===== config.mk =====
export PLATFORM = sky130hd
export DESIGN_NAME = reg_access_sequencer
export DESIGN_NICKNAME = d
export VERILOG_FILES = /design/src/rtl/reg_access_sequencer.sv
export SDC_FILE = /design/constraint.sdc
export NUM_CORES = 1
export LEC_CHECK = 0
export ABC_AREA = 0
export BUFFER_PORTS_ARGS = -buffer_cell sky130_fd_sc_hd__buf_2
export CORE_AREA = 2 2 71 73
export DETAILED_ROUTE_END_ITERATION = 16
export DIE_AREA = 0 0 73 75
export PLACE_DENSITY_LB_ADDON = 0.3
export SLEW_MARGIN = 40
export SYNTH_ARGS = -nofsm -noshare
export SYNTH_HDL_FRONTEND = slang
export SYNTH_SLANG_ARGS = --single-unit

===== constraint.sdc =====
create_clock -name clk -period 2.6 [get_ports clk]
set_input_delay 0.26 -clock clk [delete_from_list [all_inputs] [get_ports clk]]
set_output_delay 0.26 -clock clk [all_outputs]
set_load 0.02 [all_outputs]

===== src/rtl/reg_access_sequencer.sv =====
// reg_access_sequencer: accepts one register-file command at a time, reads the sources,
// writes the destination through an external register file and reports result and carry.
`default_nettype none

module reg_access_sequencer #(
  parameter int DW = 8,
  parameter int AW = 4
) (
  input  logic          clk,
  input  logic          rst,
  input  logic          cmd_valid,
  output logic          cmd_ready,
  input  logic [1:0]    cmd_op,
  input  logic [AW-1:0] cmd_rd,
  input  logic [AW-1:0] cmd_rs1,
  input  logic [AW-1:0] cmd_rs2,
  input  logic [DW-1:0] cmd_imm,
  output logic [AW-1:0] rf_addr_rs1,
  output logic [AW-1:0] rf_addr_rs2,
  input  logic [DW-1:0] rf_rs1,
  input  logic [DW-1:0] rf_rs2,
  output logic          rf_we,
  output logic [AW-1:0] rf_addr_rd,
  output logic [DW-1:0] rf_data,
  output logic          res_valid,
  output logic [DW-1:0] res_data,
  output logic          res_carry
);

  localparam logic [1:0] S_IDLE  = 2'd0;
  localparam logic [1:0] S_READ  = 2'd1;
  localparam logic [1:0] S_WRITE = 2'd2;
  localparam logic [1:0] S_DONE  = 2'd3;

  localparam logic [1:0] OP_LOAD = 2'd0;
  localparam logic [1:0] OP_ADD  = 2'd1;
  localparam logic [1:0] OP_SUB  = 2'd2;
  localparam logic [1:0] OP_MOV  = 2'd3;

  logic [1:0]    state;
  logic [1:0]    state_nxt;
  logic [1:0]    op_q;
  logic [AW-1:0] rd_q;
  logic [AW-1:0] rs1_q;
  logic [AW-1:0] rs2_q;
  logic [DW-1:0] result_q;
  logic          carry_q;
  logic [DW-1:0] res_data_q;
  logic          res_carry_q;
  logic [DW:0]   sum;
  logic [DW:0]   diff;
  logic [DW-1:0] alu_res;
  logic          alu_carry;
  logic          accept;

  assign accept = (state == S_IDLE) && cmd_valid;

  always_ff @(posedge clk or posedge rst) begin
    if (rst) state <= S_IDLE;
    else     state <= state_nxt;
  end

  always_comb begin
    state_nxt = state;
    case (state)
      S_IDLE:  if (accept) state_nxt = (cmd_op == OP_LOAD) ? S_WRITE : S_READ;
      S_READ:  state_nxt = S_WRITE;
      S_WRITE: state_nxt = S_DONE;
      S_DONE:  state_nxt = S_IDLE;
      default: state_nxt = S_IDLE;
    endcase
  end

  always_comb begin
    cmd_ready   = (state == S_IDLE);
    rf_addr_rs1 = (state == S_READ) ? rs1_q : '0;
    rf_addr_rs2 = (state == S_READ) ? rs2_q : '0;
    rf_we       = (state == S_WRITE) && (rd_q != '0);
    rf_addr_rd  = rd_q;
    rf_data     = result_q;
    res_valid   = (state == S_DONE);
    res_data    = res_data_q;
    res_carry   = res_carry_q;
  end

  // Borrow of the unsigned subtract falls out as the extra MSB of the widened difference.
  always_comb begin
    sum       = {1'b0, rf_rs1} + {1'b0, rf_rs2};
    diff      = {1'b0, rf_rs1} - {1'b0, rf_rs2};
    alu_res   = result_q;
    alu_carry = 1'b0;
    case (op_q)
      OP_ADD:  begin alu_res = sum[DW-1:0];  alu_carry = sum[DW];  end
      OP_SUB:  begin alu_res = diff[DW-1:0]; alu_carry = diff[DW]; end
      OP_MOV:  alu_res = rf_rs1;
      default: alu_res = result_q;
    endcase
  end

  // The immediate is latched straight into the result register, so LOAD skips READ.
  always_ff @(posedge clk or posedge rst) begin
    if (rst) begin
      op_q        <= OP_LOAD;
      rd_q        <= '0;
      rs1_q       <= '0;
      rs2_q       <= '0;
      result_q    <= '0;
      carry_q     <= 1'b0;
      res_data_q  <= '0;
      res_carry_q <= 1'b0;
    end else begin
      case (state)
        S_IDLE: if (accept) begin
          op_q     <= cmd_op;
          rd_q     <= cmd_rd;
          rs1_q    <= cmd_rs1;
          rs2_q    <= cmd_rs2;
          result_q <= cmd_imm;
          carry_q  <= 1'b0;
        end
        S_READ: begin
          result_q <= alu_res;
          carry_q  <= alu_carry;
        end
        S_WRITE: begin
          res_data_q  <= result_q;
          res_carry_q <= carry_q;
        end
        default: ;
      endcase
    end
  end

endmodule

`default_nettype wire


==> results.ini <==
[yosys]
yosys.cell_types.count=51
synthTopCellsByArea=dfrtp_1 35%, ha_1 12%, mux2_2 11%, inv_1 3.9%, a21oi_1 3.3%
synth_nets=313
synth-seq-cells=34
ys_seq_area_frac=0.354
synth-async-reset-ratio=1.00
syn_avg_cell_area_um2=9.72
syn_area_um2=2400
yosysTopAreaCellShare=0.354
synth_edf_count=0
syn_inst=247
synthFlopType=dfrtp_1
synth_warnings=0
synth_largest_area_cell=dfrtp_1

[critical_path]
path_delay_family=simple AND/OR/NAND/NOR gates
required_ps=2780
cp_max_fo=17
arrival_ps=2330
slowest_delay_ps=420
crit_chain=inv_1 -> ha_1 -> buf_4 -> nand3b_1 -> nor2b_1 -> nand2_1 -> nor4_1 -> a311o_1
critPathLaunchType=register
cp-end-kind=register
crit_type=register to register
cp_slowest_cell=dfrtp_1
cp.buffers_inverters=2

[placed_design]
dp_slack_ps=375
place_congestion=0.892
dp.final_hpwl_mm=4.29
port_buffers=72

[run_status]
outcome=complete, no violations

[cts]
root_buffer=clkbuf_8
cts_buffers=5
cts_resized=0
cts_hold_buf=0
cts.sinks=34
cts_tree=done
cts_setup_buffers=0
insertion_delay_ps=290
htreeDepth=2
clk_pin_slew_ps=70
cts.path.max_buffers=2

[sta]
worst_pin_slew_ps=604
clock-skew-final_ps=7.88
rsz0062_at_grt=no
max-slew-margin-rel=0.596
hold_violations=0
min_period_over_period=0.824
max_freq_mhz=467
setup_ws_ps=458
setup_viol=0
tns_ps=0
fin_crit_ps=2140
hold_ws_ps=40.8
slew_violations=0

[power]
p_leak_nw=1.46
power_density_nw_per_um2=1090
ir_drop_v=0.000630

[cells_and_area]
layout.nets=384
drive_gt1_frac=0.361
area_growth_pct=20.2
n_antenna_cell=0

[grt]
antenna_found_initial=0
grt_pass1_vias=1918
grtUsageTotal=0.211
grt_pass1_wl_mm=8.84
grt_max_degree=35
grt_overflow=0

[flow_run]
maxCapViolCount=0

[route]
drt_iter0_drc=106
route.detailed.drc=0
totalWireLength_mm=5.53
via_count=2070
drtAntennaViolNets=0
firstDrtPassIters=4
routed_via_density=5.55
wire_per_inst_um=14.8

[floorplanning]
dieArea_um2=5480
row_count=25
io_pins=73
core_area_um2=4660
chipHeight_um=75
fp.dieW_um=73
start_util=0.515

[hold_path]
hold_class=primary input to async pin

==> synthesized netlist by cell type, types with 2 or more instances <==
library cell and count:
a31oi_1 2, mux2_2 23, nor3b_1 3, clkbuf_1 6, xnor2_1 4, a211oi_1 2
nor2_1 15, or3_1 2, o21ai_0 10, nor2b_1 3, inv_1 25, ha_1 23
or4_1 2, o211ai_1 3, a211o_1 2, dfrtp_1 34, nor3_1 2, nand3_1 2
nor4_1 3, buf_2 2, buf_6 2, o21bai_1 3, a221o_1 3, a21oi_1 16
nand3b_1 2, nand2_1 12, nand2b_1 5, a21o_1 4, o21ai_1 2, fa_1 2
and2_1 8
==> through the flow <==
stage / util / cell area (um^2) / total power (W) / cells
final: 0.619 / 2890 / 0.00315 / 373
after global routing: 0.619 / 2890 / 0.00338 / 373
after CTS: 0.619 / 2890 / 0.00317 / 373
after detailed placement: 0.599 / 2790 / 0.00275 / 365
after global placement: 0.599 / 2790 / 0.00269 / 365
after floorplan: - / 2400 / 0.00222 / 247
==> report_power, final <==
group	internal, W	switching, W	total (W)	leakage (nW)
Clock	0.000213	0.000205	0.000418	0.0472
Sequential	0.000802	0.000168	0.000970	0.411
Combinational	0.000738	0.00103	0.00177	1.01
==> cells by family after synthesis <==
family                     after synthesis  share of synthesized area
buffers and inverters                   37                     0.0672
and+or+nand+nor                         62                      0.137
muxes                                   24                      0.114
DFF                                     34                      0.354
xor gates and xnor gates                 4                     0.0146
AOI/OAI and AO/OA                       61                      0.176
adders and majority gates               25                      0.137
==> layout make-up <==
cell class / instances / area, um^2
inverters: 25 / 93.8
fillers: 415 / 1770
clock buffers: 6 / 82.6
well taps: 54 / 67.6
clock inverters: 2 / 12.5
flip-flops and latches: 34 / 851
multi-input cells: 176 / 1390
repair buffers: 76 / 390
==> worst reg2reg max path: stages (launching register included) <==
cell	delay, ps
dfrtp_1	420
inv_1	100
ha_1	350
buf_4	280
nand3b_1	120
nor2b_1	160
nand2_1	180
nor4_1	80
a311o_1	330
==> layer usage <==
metal	global-route usage	share of wire	vias to the layer above
met5	0	0	-
met4	0.0679	0.011	0
met3	0.0509	0.054	5
met2	0.338	0.49	62
met1	0.283	0.45	993
li1	-	-	1010
==> layout by cell type (no fill, tap or decap), types with 5 or more instances in the layout <==
cell type	n
nand2_1	12
clkbuf_8	6
nor2_1	15
dfrtp_1	34
and2_1	8
a21oi_1	16
buf_2	72
mux2_2	23
nand2b_1	5
ha_1	23
inv_1	25
o21ai_0	10
==> flip-flops by register name, summed over array words and instances (netlist names) <==
name / flops
res_carry: 1
rf_data: 8
res_data: 8
rf_addr_rd: 4
state: 2
op_q: 2
rs2_q: 4
rs1_q: 4
carry_q: 1
==> final timing paths <==
check	start	end	slack, ps	cells after the start
hold / removal	rst	rs1_q[0]	40	3
hold reg to reg	res_data[0]	res_data[0]	500	1
setup / recovery	state[1]	rf_data[6]	460	8
min in group clk	cmd_rs1[1]	rs1_q[1]	190	2
setup reg to reg	state[1]	rf_data[6]	460	8
max in group asynchronous	rst	carry_q	2240	3
Power figures use the tool's default switching activity.
